===== src/rtl/adc_spi_capture_pkg.sv =====
// -----------------------------------------------------------------------------
// adc_pkg
// Shared definitions for the ADC SPI capture block: FSM state encoding,
// default timing constants and a small counter-width helper.
// No ports (package).
// -----------------------------------------------------------------------------
package adc_pkg;

    // FSM state encoding
    typedef logic [2:0] state_t;

    localparam state_t ST_IDLE  = 3'd0;
    localparam state_t ST_SETUP = 3'd1;
    localparam state_t ST_SHIFT = 3'd2;
    localparam state_t ST_DONE  = 3'd3;
    localparam state_t ST_QUIET = 3'd4;

    // Default timing, in clk_out cycles
    localparam int DEF_DATA_WIDTH      = 16;
    localparam int DEF_SCLK_HALF       = 2;
    localparam int DEF_CS_SETUP_CYCLES = 2;
    localparam int DEF_CS_HIGH_CYCLES  = 4;

    // Width of a counter that must hold values 0..n-1; never narrower than 1 bit
    function automatic int cnt_width(input int n);
        if (n > 1) begin
            cnt_width = $clog2(n);
        end else begin
            cnt_width = 1;
        end
    endfunction

endpackage : adc_pkg


===== src/rtl/adc_spi_capture_if.sv =====
// -----------------------------------------------------------------------------
// adc_spi_capture_if
// Bundles the request/strobe side toward the FIR filter and the serial pins
// toward the ADC.
//   sample_req      - single-cycle conversion request
//   adc_sdo         - ADC serial data, MSB first
//   adc_cs_n        - ADC chip select, active low
//   adc_sclk        - ADC serial clock, idles low
//   filter_data_out - last captured sample, held between conversions
//   filter_enable   - one-cycle strobe marking a new filter_data_out
//   busy            - conversion in progress (state != IDLE)
//   overrun         - sticky: a request arrived while busy
// Modports: slave = capture block, master = its environment.
// -----------------------------------------------------------------------------
interface adc_spi_capture_if #(
    parameter int DATA_WIDTH = 16
) ();

    logic                  sample_req;
    logic                  adc_sdo;
    logic                  adc_cs_n;
    logic                  adc_sclk;
    logic [DATA_WIDTH-1:0] filter_data_out;
    logic                  filter_enable;
    logic                  busy;
    logic                  overrun;

    modport slave (
        input  sample_req,
        input  adc_sdo,
        output adc_cs_n,
        output adc_sclk,
        output filter_data_out,
        output filter_enable,
        output busy,
        output overrun
    );

    modport master (
        output sample_req,
        output adc_sdo,
        input  adc_cs_n,
        input  adc_sclk,
        input  filter_data_out,
        input  filter_enable,
        input  busy,
        input  overrun
    );

endinterface : adc_spi_capture_if


===== src/rtl/adc_spi_capture_sclk_edge_gen.sv =====
// -----------------------------------------------------------------------------
// sclk_edge_gen
// Divides clk_out down to the ADC serial clock. While enabled, sclk toggles
// every SCLK_HALF cycles starting from low. sclk_rise / sclk_fall are high in
// the cycle whose closing clk_out edge drives sclk high / low, so the parent
// can act on exactly that edge. When disabled the divider sits at low/idle.
//   clk_out   - system clock
//   reset     - synchronous, active-high
//   enable    - run the divider
//   sclk      - registered serial clock
//   sclk_rise - next edge drives sclk high
//   sclk_fall - next edge drives sclk low
// -----------------------------------------------------------------------------
module sclk_edge_gen
    import adc_pkg::*;
#(
    parameter int SCLK_HALF = DEF_SCLK_HALF
) (
    input  logic clk_out,
    input  logic reset,
    input  logic enable,
    output logic sclk,
    output logic sclk_rise,
    output logic sclk_fall
);

    localparam int               CNT_W    = cnt_width(SCLK_HALF);
    localparam logic [CNT_W-1:0] CNT_LAST = CNT_W'(SCLK_HALF - 1);

    logic [CNT_W-1:0] div_cnt_r;
    logic             sclk_r;
    logic             wrap_s;

    // Half-period boundary detect and edge strobes
    always_comb begin
        wrap_s = 1'b0;
        if (enable && (div_cnt_r == CNT_LAST)) begin
            wrap_s = 1'b1;
        end else begin
            wrap_s = 1'b0;
        end
    end

    assign sclk_rise = wrap_s & ~sclk_r;
    assign sclk_fall = wrap_s &  sclk_r;
    assign sclk      = sclk_r;

    // Divide counter and sclk toggle register
    always_ff @(posedge clk_out) begin
        if (reset || !enable) begin
            div_cnt_r <= '0;
            sclk_r    <= 1'b0;
        end else if (wrap_s) begin
            div_cnt_r <= '0;
            sclk_r    <= ~sclk_r;
        end else begin
            div_cnt_r <= div_cnt_r + CNT_W'(1);
        end
    end

endmodule : sclk_edge_gen


===== src/rtl/adc_spi_capture.sv =====
// -----------------------------------------------------------------------------
// adc_spi_capture
// Reads one DATA_WIDTH-bit sample MSB-first from a serial ADC per request and
// hands it to the FIR filter as a data/strobe pair.
//   clk_out - system clock, rising edge
//   reset   - synchronous, active-high
//   bus     - adc_spi_capture_if.slave (request, ADC pins, filter outputs)
// All outputs are registered. Output registers are loaded from the decoded
// next state, so cs_n/busy/filter_enable change on the same edge as the state.
// -----------------------------------------------------------------------------
module adc_spi_capture
    import adc_pkg::*;
#(
    parameter int DATA_WIDTH      = DEF_DATA_WIDTH,
    parameter int SCLK_HALF       = DEF_SCLK_HALF,
    parameter int CS_SETUP_CYCLES = DEF_CS_SETUP_CYCLES,
    parameter int CS_HIGH_CYCLES  = DEF_CS_HIGH_CYCLES
) (
    input  logic              clk_out,
    input  logic              reset,
    adc_spi_capture_if.slave  bus
);

    localparam int TMR_W = cnt_width((CS_SETUP_CYCLES > CS_HIGH_CYCLES) ?
                                     CS_SETUP_CYCLES : CS_HIGH_CYCLES);
    localparam int BIT_W = cnt_width(DATA_WIDTH);

    // Last timer value of SETUP, and of QUIET (QUIET is CS_HIGH_CYCLES-1 long)
    localparam logic [TMR_W-1:0] SETUP_LAST = TMR_W'(CS_SETUP_CYCLES - 1);
    localparam logic [TMR_W-1:0] QUIET_LAST = TMR_W'((CS_HIGH_CYCLES >= 2) ?
                                                     (CS_HIGH_CYCLES - 2) : 0);
    localparam logic [BIT_W-1:0] BIT_LAST   = BIT_W'(DATA_WIDTH - 1);

    state_t                state_r;
    state_t                next_state_s;
    logic [TMR_W-1:0]      timer_r;
    logic [BIT_W-1:0]      bit_cnt_r;
    logic [DATA_WIDTH-1:0] shift_r;

    logic                  cs_n_r;
    logic [DATA_WIDTH-1:0] data_r;
    logic                  fen_r;
    logic                  busy_r;
    logic                  overrun_r;

    logic                  cs_n_next_s;
    logic                  fen_next_s;
    logic                  busy_next_s;

    logic                  sclk_s;
    logic                  sclk_rise_s;
    logic                  sclk_fall_s;
    logic                  sclk_en_s;

    assign sclk_en_s = (state_r == ST_SHIFT);

    sclk_edge_gen #(
        .SCLK_HALF (SCLK_HALF)
    ) u_sclk_edge_gen (
        .clk_out   (clk_out),
        .reset     (reset),
        .enable    (sclk_en_s),
        .sclk      (sclk_s),
        .sclk_rise (sclk_rise_s),
        .sclk_fall (sclk_fall_s)
    );

    // FSM state register
    always_ff @(posedge clk_out) begin
        if (reset) begin
            state_r <= ST_IDLE;
        end else begin
            state_r <= next_state_s;
        end
    end

    // FSM next-state decode
    always_comb begin
        next_state_s = state_r;
        case (state_r)
            ST_IDLE: begin
                if (bus.sample_req) begin
                    next_state_s = ST_SETUP;
                end else begin
                    next_state_s = ST_IDLE;
                end
            end
            ST_SETUP: begin
                if (timer_r == SETUP_LAST) begin
                    next_state_s = ST_SHIFT;
                end else begin
                    next_state_s = ST_SETUP;
                end
            end
            ST_SHIFT: begin
                // the final falling sclk edge closes the frame
                if (sclk_fall_s && (bit_cnt_r == BIT_LAST)) begin
                    next_state_s = ST_DONE;
                end else begin
                    next_state_s = ST_SHIFT;
                end
            end
            ST_DONE: begin
                // DONE itself counts toward the cs_n high time
                if (CS_HIGH_CYCLES <= 1) begin
                    next_state_s = ST_IDLE;
                end else begin
                    next_state_s = ST_QUIET;
                end
            end
            ST_QUIET: begin
                if (timer_r == QUIET_LAST) begin
                    next_state_s = ST_IDLE;
                end else begin
                    next_state_s = ST_QUIET;
                end
            end
            default: begin
                next_state_s = ST_IDLE;
            end
        endcase
    end

    // FSM output decode from the state being entered
    always_comb begin
        cs_n_next_s = 1'b1;
        fen_next_s  = 1'b0;
        busy_next_s = 1'b0;
        case (next_state_s)
            ST_IDLE: begin
                cs_n_next_s = 1'b1;
                busy_next_s = 1'b0;
            end
            ST_SETUP, ST_SHIFT: begin
                cs_n_next_s = 1'b0;
                busy_next_s = 1'b1;
            end
            ST_DONE: begin
                cs_n_next_s = 1'b1;
                fen_next_s  = 1'b1;
                busy_next_s = 1'b1;
            end
            ST_QUIET: begin
                cs_n_next_s = 1'b1;
                busy_next_s = 1'b1;
            end
            default: begin
                cs_n_next_s = 1'b1;
                fen_next_s  = 1'b0;
                busy_next_s = 1'b0;
            end
        endcase
    end

    // Phase timer for SETUP and QUIET; restarts on every state change
    always_ff @(posedge clk_out) begin
        if (reset) begin
            timer_r <= '0;
        end else if (next_state_s != state_r) begin
            timer_r <= '0;
        end else if ((state_r == ST_SETUP) || (state_r == ST_QUIET)) begin
            timer_r <= timer_r + TMR_W'(1);
        end
    end

    // Falling-edge bit counter and MSB-first shift register
    always_ff @(posedge clk_out) begin
        if (reset) begin
            bit_cnt_r <= '0;
            shift_r   <= '0;
        end else begin
            if (next_state_s != ST_SHIFT) begin
                bit_cnt_r <= '0;
            end else if (sclk_fall_s) begin
                bit_cnt_r <= bit_cnt_r + BIT_W'(1);
            end
            if (sclk_rise_s) begin
                shift_r <= {shift_r[DATA_WIDTH-2:0], bus.adc_sdo};
            end
        end
    end

    // Registered outputs
    always_ff @(posedge clk_out) begin
        if (reset) begin
            cs_n_r    <= 1'b1;
            data_r    <= '0;
            fen_r     <= 1'b0;
            busy_r    <= 1'b0;
            overrun_r <= 1'b0;
        end else begin
            cs_n_r <= cs_n_next_s;
            fen_r  <= fen_next_s;
            busy_r <= busy_next_s;
            if (fen_next_s) begin
                data_r <= shift_r;
            end
            // requests outside IDLE are dropped and flagged until reset
            if (bus.sample_req && (state_r != ST_IDLE)) begin
                overrun_r <= 1'b1;
            end
        end
    end

    assign bus.adc_cs_n        = cs_n_r;
    assign bus.adc_sclk        = sclk_s;
    assign bus.filter_data_out = data_r;
    assign bus.filter_enable   = fen_r;
    assign bus.busy            = busy_r;
    assign bus.overrun         = overrun_r;

endmodule : adc_spi_capture


===== src/flat_wrapper.sv =====
// flat-port wrapper written by rule: the top's interface ports become plain ports
module adc_spi_capture_flat import adc_pkg::*;
#(
    parameter int DATA_WIDTH      = DEF_DATA_WIDTH,
    parameter int SCLK_HALF       = DEF_SCLK_HALF,
    parameter int CS_SETUP_CYCLES = DEF_CS_SETUP_CYCLES,
    parameter int CS_HIGH_CYCLES  = DEF_CS_HIGH_CYCLES
)
  (clk_out, reset, bus_sample_req, bus_adc_sdo, bus_adc_cs_n, bus_adc_sclk, bus_filter_data_out, bus_filter_enable, bus_busy, bus_overrun);
  adc_spi_capture_if #(.DATA_WIDTH(DATA_WIDTH)) bus_i ();
  input  logic clk_out;
  input  logic reset;
  input wire logic [$bits(bus_i.sample_req)-1:0] bus_sample_req;
  input wire logic [$bits(bus_i.adc_sdo)-1:0] bus_adc_sdo;
  output wire logic [$bits(bus_i.adc_cs_n)-1:0] bus_adc_cs_n;
  output wire logic [$bits(bus_i.adc_sclk)-1:0] bus_adc_sclk;
  output wire logic [$bits(bus_i.filter_data_out)-1:0] bus_filter_data_out;
  output wire logic [$bits(bus_i.filter_enable)-1:0] bus_filter_enable;
  output wire logic [$bits(bus_i.busy)-1:0] bus_busy;
  output wire logic [$bits(bus_i.overrun)-1:0] bus_overrun;
  assign bus_i.sample_req = bus_sample_req;
  assign bus_i.adc_sdo = bus_adc_sdo;
  assign bus_adc_cs_n = bus_i.adc_cs_n;
  assign bus_adc_sclk = bus_i.adc_sclk;
  assign bus_filter_data_out = bus_i.filter_data_out;
  assign bus_filter_enable = bus_i.filter_enable;
  assign bus_busy = bus_i.busy;
  assign bus_overrun = bus_i.overrun;
  adc_spi_capture #(.DATA_WIDTH(DATA_WIDTH), .SCLK_HALF(SCLK_HALF), .CS_SETUP_CYCLES(CS_SETUP_CYCLES), .CS_HIGH_CYCLES(CS_HIGH_CYCLES)) u_core (.clk_out(clk_out), .reset(reset), .bus(bus_i));
endmodule

===== config.mk =====
export PLATFORM = sky130hd
export DESIGN_NAME = adc_spi_capture_flat
export DESIGN_NICKNAME = d
export VERILOG_FILES = /design/src/rtl/adc_spi_capture_pkg.sv /design/src/rtl/adc_spi_capture_if.sv /design/src/rtl/adc_spi_capture_sclk_edge_gen.sv /design/src/rtl/adc_spi_capture.sv /design/src/flat_wrapper.sv
export SDC_FILE = /design/constraint.sdc
export NUM_CORES = 1
export LEC_CHECK = 0
export BUFFER_PORTS_ARGS = -buffer_cell sky130_fd_sc_hd__buf_2
export CAP_MARGIN = 40
export CORE_ASPECT_RATIO = 1.2
export CORE_MARGIN = 1.5
export CORE_UTILIZATION = 45
export DETAILED_ROUTE_END_ITERATION = 8
export GPL_TIMING_DRIVEN = 0
export SYNTH_ARGS = -nofsm -noshare
export SYNTH_HDL_FRONTEND = slang
export SYNTH_SLANG_ARGS = --single-unit

===== constraint.sdc =====
create_clock -name clk_out -period 3.7 [get_ports clk_out]
set_input_delay 0.37 -clock clk_out [delete_from_list [all_inputs] [get_ports clk_out]]
set_output_delay 0.37 -clock clk_out [all_outputs]
set_load 0.01 [all_outputs]

# Yosys cells after proc, flatten, opt, wreduce, memory -nomap -nowiden
# Index checks and enable logic that the tools add are counted.
# totals
register_bits	47
latch_bits	0
mem_bits_rw	0
rom_bits	0
in_bits	4
memories	0
# op_classes
add_sub_neg	3
mul	0
div	0
n_lt_le_gt_ge	0
n_eq_ne	13
shift	0
mux	9
bitwise	3
reduce_logical	13
# ops
op	n
one-hot mux 3 bit (5 select lines)	1
== test 3 x 2 -> 1 bit, second input constant	4
OR reduction 2 bit	4
== test 3 x 1 -> 1 bit, second input constant	2
== test 3 bit, second input constant	2
2-to-1 mux 1 bit	6
adder 4 x 1 -> 4 bit, second input constant	1
== test 4 bit, second input constant	1
OR reduction 4 bit	1
logical AND 1 bit	3
logical NOT 3 bit	1
2-to-1 mux 3 bit	1
inequality test 3 x 2 -> 1 bit, second input constant	1
inequality test 3 bit	1
nonzero test 3 bit	1
adder 2 x 1 -> 2 bit, second input constant	1
AND 1 bit	2
== test 2 x 1 -> 1 bit, second input constant	1
== test 2 bit, second input constant	1
logical OR 1 bit	2
2-to-1 mux 2 bit	1
adder 1 bit, second input constant	1
logical NOT 1 bit	1
inverter 1 bit	1

# Logic depth before layout (Yosys ltp)
# Gate-level depths: netlist of the first run.
# depth
ltp_word	10
depth_mapped	7
ltp_nobuf	7

# Cells and area by module
# A second synthesis of the first run with hierarchy kept.
# unflattened
cells_unflattened	178
hier_area_um2	1830.5
# by_module_without_submodules
mod	instances	cells_per_inst	area_each_um2	seq_area_each_um2
adc_spi_capture	1	169	1752.9	900.9
sclk_edge_gen	1	9	77.6	40.0

# Worst setup path after synthesis of the first run
# Ideal clock, no wire load.
# synth_path
kind	flip-flop to flip-flop
startpoint	register u_core.bit_cnt_r[0]
endpoint	register u_core.data_r[10], in the netlist u_core.bus.filter_data_out[10]
arrival_time_ns	1.254
required_time_ns	3.558
setup_slack_ns	2.305
path_stages_with_launch	8
synth_period_minus_slack_ns	1.395
path_cell_list	dfxtp_1 ha_1 and2_1 and4_1 buf_4 buf_12 nand2_2 a21oi_2
# synth_between
elab_chain_cells	6
# synth_lines
item	line	rtl
start: declaration	adc_spi_capture.sv:37	logic [BIT_W-1:0] bit_cnt_r;
start signal: assignment	adc_spi_capture.sv:175	bit_cnt_r <= bit_cnt_r + BIT_W'(1);
== test 4 bit	adc_spi_capture.sv:97	if (sclk_fall_s && (bit_cnt_r == BIT_LAST)) begin
logical AND 1 bit	adc_spi_capture.sv:97	
2-to-1 mux 1 bit	adc_spi_capture.sv:97	
one-hot mux 3 bit (5 select lines)	adc_spi_capture.sv:80	case (state_r)
== test 3 x 2 -> 1 bit	adc_spi_capture.sv:129	case (next_state_s)
2-to-1 mux 1 bit	adc_spi_capture.sv:129	
end signal: assignment	adc_spi_capture.sv:196	data_r <= shift_r;
end: declaration	adc_spi_capture.sv:41	logic [DATA_WIDTH-1:0] data_r;
# Every way passes these cells.
# A chain may end at the register's enable or synchronous reset.

# Worst setup path in the final report of the first run
# Same ends and word-level chain as after synthesis.

==> metrics.yaml, run 1 <==
setup_path:
  cpPeakStageDelay_ns: 0.41
  rrSetupSlack_ns: 2.14
  cp-end-kind: "flip-flop"
  worst_setup_path_start_kind: "flip-flop"
  critPathMaxFanout: 10
  path_cells: "ha_1 > and2_1 > nand4_1 > clkbuf_1 > nand2_1 > a21oi_2"
  reg2regPathDepth: 6
  cp_slowest_cell: "clkbuf_1"
  worstPathRequired_ns: 3.92
  crit_family: "simple AND/OR/NAND/NOR gates"
  r2r_end: "u_core.bus.filter_data_out[10]"
  crit_type: "flip-flop to flip-flop"
  timing.rr.start: "u_core.bit_cnt_r[0]"
  cp_num_buf_inv: 1
  crit_arrival_ns: 1.79
timing:
  fin_skew_ns: 0.006203
  tns_ns: 0
  clock.fmax_mhz: 639.3
  period_share_pct: 42.28
  drv_slew: 0
  finalSetupViolCount: 0
  relSlewSlack_pct: 53.39
  hold_viol: 0
  grt_setup_unrepaired: "false"
  tightestPinTransition_ns: 0.6991
  fin_crit_ns: 1.564
finish:
  most-common-layout-cells: "nand2_1 (59), dfxtp_1 (47), buf_2 (28), a21oi_1 (28)"
  fin_util_pct: 54.02
  final-instance-count-excl-fill: 303
  diodes: 0
  final_common_cell: "nand2_1"
  drive_gt1_share_pct: 24.50
  final_nets: 255
  finalInstanceArea_sq_mm: 0.002146
  syn2layout_area_growth_pct: 14.03
clock_network:
  cts_resized: 0
  tritoncts: "yes"
  post-cts-setup-buffers: 0
  clock_sink_count: 47
  htree_levels: 2
  clk_path_buf_depth: 2
  cts.clk_slew.worst_paths_ns: 0.08
  root_buffer: "clkbuf_8"
  holdBufCountCts: 0
  insertion_delay_ns: 0.29
  cts_buffers: 5
synthesis:
  synth_flop_cell: "dfxtp_1"
  yosys.area_share.simple_pct: 24.20
  syn_nets: 225
  syn_inst: 218
  syn_area_sq_mm: 0.001882
  synth.mux.area_fraction_pct: 0.5984
  yosysUniqueCellTypes: 34
  synth_area_per_cell_sq_um: 8.632
  synth_edf_count: 0
  synth_top_family_by_area: "simple AND/OR/NAND/NOR gates"
  synth-async-reset-ratio_pct: 0
  ys_seq_area_share_pct: 50.00
  synth-xor-area-share_pct: 2.327
  synthAdderAreaFrac_pct: 1.995
  ys_seq_elements: 47
  synth_compound_area_share_pct: 15.03
  synth_warnings: 0
global_routing:
  grt_antenna_before_repair: 0
  grt-ovfl-total: 0
  grt_start_max_net_pins: 14
  grt_pass1_wl_um: 5975
  track_usage_pct: 17.62
  grt_pass1_vias: 1380
floorplan:
  ios: 25
  initial_core_util_pct: 47.37
  die_y_um: 73.84
  dieArea_sq_mm: 0.004580
  core_sq_mm: 0.003973
  rows: 25
  die_x_um: 62.03
drt:
  drt_wl_total_um: 3404
  drt_iter0_drc: 48
  wl_per_cell_um: 11.23
  ant_nets: 0
  num_vias: 1466
  via_per_inst: 4.838
  drt_drc_violations_left: 0
  drt_first_pass_iters: 5
status:
  status: "completed"
power_and_ir_drop:
  p_leak_nw: 0.7760
  power_density_mw_per_mm2: 395.8
  vdd_drop_max_v: 0.0002237
worst_hold_path:
  min-delay-start: "bus_adc_sdo"
  hold_depth: 3
  holdPathEnd: "u_core.shift_r[0]"
  hold_path.class: "primary input to flip-flop"
place:
  dp_cells: 295
  place.gp.congestion: 0.7396
  dp_hpwl_um: 2440
  placed_area_sq_mm: 0.002064
  numPortBuffers: 23
run:
  cap_viol_max_count: 0
sequential cells by signal, summed over array words and instances (netlist names):
name and flops:
u_core.bit_cnt_r 4, u_core.bus.adc_cs_n 1, u_core.bus.busy 1, u_core.bus.filter_data_out 16, u_core.bus.filter_enable 1, u_core.bus.overrun 1
u_core.shift_r 16, u_core.state_r 3, u_core.timer_r 2, u_core.u_sclk_edge_gen.div_cnt_r 1, u_core.u_sclk_edge_gen.sclk 1
cells in the mapped netlist, types with 3 or more instances:
| library cell | number | area [sq um] |
|---|---|---|
| nand2_1 | 59 | 221.5 |
| inv_1 | 3 | 11.26 |
| nand3_1 | 4 | 20.02 |
| dfxtp_1 | 47 | 940.9 |
| buf_2 | 5 | 25.02 |
| a21oi_1 | 28 | 140.1 |
| a21oi_2 | 10 | 87.58 |
| nand2_2 | 10 | 62.56 |
| nor4_1 | 4 | 25.02 |
| nor2_1 | 6 | 22.52 |
| ha_1 | 3 | 37.54 |
| xnor2_1 | 3 | 26.28 |
| clkbuf_1 | 7 | 26.28 |
| buf_4 | 3 | 22.52 |
area by class of cell:
cell class | count | area [sq um]
flip-flops and latches | 47 | 940.9
well taps | 54 | 67.56
inverters | 3 | 11.26
repair buffers | 23 | 115.1
multi-input cells | 151 | 830.8
fillers | 399 | 1827
plain buffers | 17 | 98.84
clock inverters | 1 | 5.005
clock buffers | 7 | 76.32
power breakdown:
group,switching (mW),internal (mW)
registers,0.00341,0.511
clock network,0.159,0.133
logic,0.0263,0.0166
kinds of logic (layout without fill, tap and decap cells):
family | Yosys count | in the layout
xor+xnor | 5 | 5
buf+inv | 20 | 51
fa+ha+maj | 3 | 3
simple gates | 97 | 97
mux | 1 | 1
flops | 47 | 47
compound gates | 45 | 45
worst register-to-register path, cell delays in order (launching register included):
cell      delay [ns]
dfxtp_1         0.34
ha_1            0.21
and2_1          0.18
nand4_1         0.11
clkbuf_1        0.41
nand2_1         0.13
a21oi_2         0.12
through the flow:
stage	setup slack [ns]	hold slack (ns)	power, mW
2_1_floorplan	2.305	0.4421	0.5578
3_3_place_gp	2.152	0.4389	0.5692
3_5_place_dp	2.142	0.4405	0.5698
4_1_cts	2.120	0.3044	0.8647
5_1_grt	1.960	0.3492	0.8868
6_report	2.136	0.3146	0.8492
layer usage:
metal	global-route usage [%]	wire length, um
met1	21.48	1641
met2	28.01	1597
met3	5.282	101
met4	7.801	63
met5	0	0
worst max-delay path by stage:
stage | start | end | slack [ns] | cells after the start
CTS | u_core.bit_cnt_r[0] | u_core.bus.filter_data_out[14] | 2.12 | 6
detailed placement | u_core.bit_cnt_r[0] | u_core.bus.filter_data_out[8] | 2.14 | 6
floorplan | u_core.bit_cnt_r[0] | u_core.bus.filter_data_out[10] | 2.30 | 7
global placement | u_core.bit_cnt_r[0] | u_core.bus.filter_data_out[14] | 2.15 | 6
global route | u_core.bit_cnt_r[0] | u_core.bus.filter_data_out[8] | 1.96 | 6
finish | u_core.bit_cnt_r[0] | u_core.bus.filter_data_out[10] | 2.14 | 6
Note: power is estimated with default switching activity, not from simulation.
==> inputs of run 2 (changes only) <==
--- a/config.mk
+++ b/config.mk
@@ -5,6 +5,7 @@
 export SDC_FILE = /design/constraint.sdc
 export NUM_CORES = 1
 export LEC_CHECK = 0
+export ABC_AREA = 1
 export BUFFER_PORTS_ARGS = -buffer_cell sky130_fd_sc_hd__buf_2
 export CAP_MARGIN = 40
 export CORE_ASPECT_RATIO = 1.2
==> constraint.sdc (replaced) <==
create_clock -name clk_out -period 1.5 [get_ports clk_out]
set_input_delay 0.15 -clock clk_out [delete_from_list [all_inputs] [get_ports clk_out]]
set_output_delay 0.15 -clock clk_out [all_outputs]
set_load 0.01 [all_outputs]
==> metrics.yaml, run 2 <==
power_and_ir_drop:
  swShare_pct: 20.17  # -2.0 points
  power_density_mw_per_mm2: 1125  # +180%
  comb_power_share_pct: 5.5  # +0.5 points
  pwr-share-seq_pct: 51.4  # -9.2 points
  p_leak_nw: 0.9275  # +20%
  intPower_mw: 1.977  # +200%
  vdd_drop_max_v: 0.0007035  # +210%
  p_clk_share_pct: 43.2  # +8.8 points
  p_total_mw: 2.477  # +190%
  power_switching_mw: 0.4996  # +160%
timing:
  hold_slack_ns: 0.09286  # -0.2218 ns
  fin_skew_ns: 0.01084  # +0.004637 ns
  tns_ns: 0  # unchanged
  clock.fmax_mhz: 731.6  # +14%
  finalSetupViolCount: 0  # unchanged
  hold_viol: 0  # unchanged
  grt_setup_unrepaired: "false"
  tightestPinTransition_ns: 0.5044  # -0.1947 ns
  setup_slack_ns: 0.1331  # -2.003 ns
  fin_crit_ns: 1.367  # -0.1974 ns
  drv_slew: 0  # unchanged
  relSlewSlack_pct: 66.37  # +13 points
  period_share_pct: 91.13  # +49 points
clock_network:
  htree_levels: 2  # unchanged
  holdBufCountCts: 0  # unchanged
  clock_sink_count: 47  # unchanged
  root_buffer: "clkbuf_8"
  insertion_delay_ns: 0.29  # about the same
  cts_buffers: 5  # unchanged
  cts.clk_slew.worst_paths_ns: 0.08  # about the same
  clk_path_buf_depth: 2  # unchanged
  tritoncts: "yes"
  post-cts-setup-buffers: 0  # unchanged
drt:
  drt_first_pass_iters: 4  # -1
  via_per_inst: 4.545  # -6.1%
  wl_per_cell_um: 10.30  # -8.4%
  drt_drc_violations_left: 0  # unchanged
  drt_iter0_drc: 40  # -17%
  ant_nets: 0  # unchanged
  num_vias: 1477  # +0.75%
  drt_wl_total_um: 3346  # -1.7%
synthesis:
  synth_flop_cell: "dfxtp_1"
  synth_top_cell_area_share_pct: 50.37  # +0.37 points
  syn_area_sq_mm: 0.001868  # -0.73%
  yosysUniqueCellTypes: 22  # -35%
  synth-async-reset-ratio_pct: 0  # unchanged
  synth_warnings: 0  # unchanged
  synthTopCellsByArea: "dfxtp_1 (50%), nor2_1 (12%), o21ai_0 (7.0%), a21oi_1 (5.1%), inv_1 (5.0%)"
  yosysMostFrequentCell: "nor2_1"
  synth_area_per_cell_sq_um: 7.816  # -9.5%
  synth_top_cell_by_area: "dfxtp_1"
  ys_seq_area_share_pct: 50.37  # +0.37 points
  ys_seq_elements: 47  # unchanged
  synth_edf_count: 0  # unchanged
  syn_nets: 246  # +9.3%
  synth_commonest_cells: "nor2_1 (59), dfxtp_1 (47), o21ai_0 (26)"
  syn_inst: 239  # +9.6%
floorplan:
  die_y_um: 73.58  # -0.35%
  dieArea_sq_mm: 0.004548  # -0.70%
  rows: 25  # unchanged
  ios: 25  # unchanged
  die_x_um: 61.82  # -0.35%
  initial_core_util_pct: 47.02  # -0.35 points
  core_sq_mm: 0.003973  # unchanged
setup_path:
  cp-end-kind: "flip-flop"
  worstPathRequired_ns: 1.69  # -2.23 ns
  cp_slowest_cell: "dfxtp_2"
  cp_num_buf_inv: 3  # +2
  crit_arrival_ns: 1.55  # -0.24 ns
  crit_type: "flip-flop to flip-flop"
  cpPeakStageDelay_ns: 0.35  # -0.06 ns
  rrSetupSlack_ns: 0.13  # -2.00 ns
  crit_family: "simple AND/OR/NAND/NOR gates"
  path_cells: "ha_2 > inv_1 > nor2_2 > nand4_2 > buf_6 > nand2_2 > inv_1 > nand2_2 > nor2_1"
  critPathMaxFanout: 10  # unchanged
  worst_setup_path_start_kind: "flip-flop"
place:
  place.gp.congestion: 0.7623  # +3.1%
  dp_hpwl_um: 2350  # -3.7%
  numPortBuffers: 24  # +4.3%
  dp_slack_ns: 0.03756  # -2.104 ns
global_routing:
  grt-ovfl-total: 0  # unchanged
  grt_pass1_wl_um: 5575  # -6.7%
  grt_antenna_before_repair: 0  # unchanged
  grt_start_max_net_pins: 15  # +1
  track_usage_pct: 16.30  # -1.3 points
  grt_pass1_vias: 1259  # -8.8%
finish:
  final_common_cell: "nor2_1"
  diodes: 0  # unchanged
  final_nets: 277  # +8.6%
  most-common-layout-cells: "nor2_1 (58), dfxtp_1 (45), inv_1 (25)"
  syn2layout_area_growth_pct: 17.88
  drive_gt1_share_pct: 22.14  # -2.4 points
run:
  cap_viol_max_count: 0  # unchanged
status:
  status: "completed"
worst_hold_path:
  hold_path.class: "primary input to flip-flop"
run 2: cell types whose count changed after synthesis, sizes merged, moves of 3 or more:
cell    previous run  this run
o21ai              1        26
clkbuf             8         3
inv                3        27
nor2               6        70
buf                9         6
a21oi             38        19
nor4               4         0
nand2             69        25
run 2: worst reg2reg max path: stages, from the launching register on:
cell and delay, ns:
dfxtp_2 0.35, ha_2 0.18, inv_1 0.05, nor2_2 0.12, nand4_2 0.12, buf_6 0.17
nand2_2 0.06, inv_1 0.06, nand2_2 0.09, nor2_1 0.06
run 2: kinds of logic (layout without fill, tap and decap cells):
family	Yosys count	count (layout)	synth area share (%)
AO/OA/AOI/OAI	46	46	12.46
XOR/XNOR	4	4	1.876
adder cells (fa/ha/maj)	3	3	2.010
buffers and inverters	36	68	8.908
flip-flops	47	47	50.37
AND/OR/NAND/NOR	103	103	24.38
run 2: metal layers:
layer	wire length, um	track usage [%]
met5	0	0
met4	37	5.910
met1	1710	21.73
met3	120	4.754
met2	1478	24.80
run 2: worst paths after layout:
kind	startpoint	end	cells after the start
min reg2reg	u_core.u_sclk_edge_gen.div_cnt_r	u_core.u_sclk_edge_gen.div_cnt_r	1
min	reset	u_core.state_r[0]	2
max	u_core.bit_cnt_r[0]	u_core.bit_cnt_r[1]	9
max reg2reg	u_core.bit_cnt_r[0]	u_core.bit_cnt_r[1]	9
run 2: cell type report:
class,instances,area [sq um]
Multi-Input combinational cell,156,765.7
Buffer,9,71.32
Tap cell,54,67.56
Clock buffer,6,72.57
Sequential cell,47,943.4
Inverter,27,101.3
Clock inverter,2,60.06
Timing Repair Buffer,24,120.1
Fill cell,413,1770
run 2: what timing repair did:
item	4_1_cts	5_1_grt
setup endpoints to repair	0	23
hold endpoints to repair	0	0
gates resized for setup	0	9
run 2: power by group through the flow:
stage	combinational, mW	clock, mW	sequential (mW)
after CTS	0.136	1.09	1.27
after floorplan	0.0946	0	1.31
after detailed placement	0.135	0	1.30
after global placement	0.135	0	1.30
final	0.136	1.07	1.27
after global routing	0.158	1.15	1.28
run 2: per-stage QoR:
step	cell area (sq um)	cells	utilization, %
after floorplan	1868	239	-
after global routing	2202	325	55.43
after detailed placement	2056	317	51.75
after CTS	2188	325	55.09
final	2202	325	55.43
after global placement	2056	317	51.75
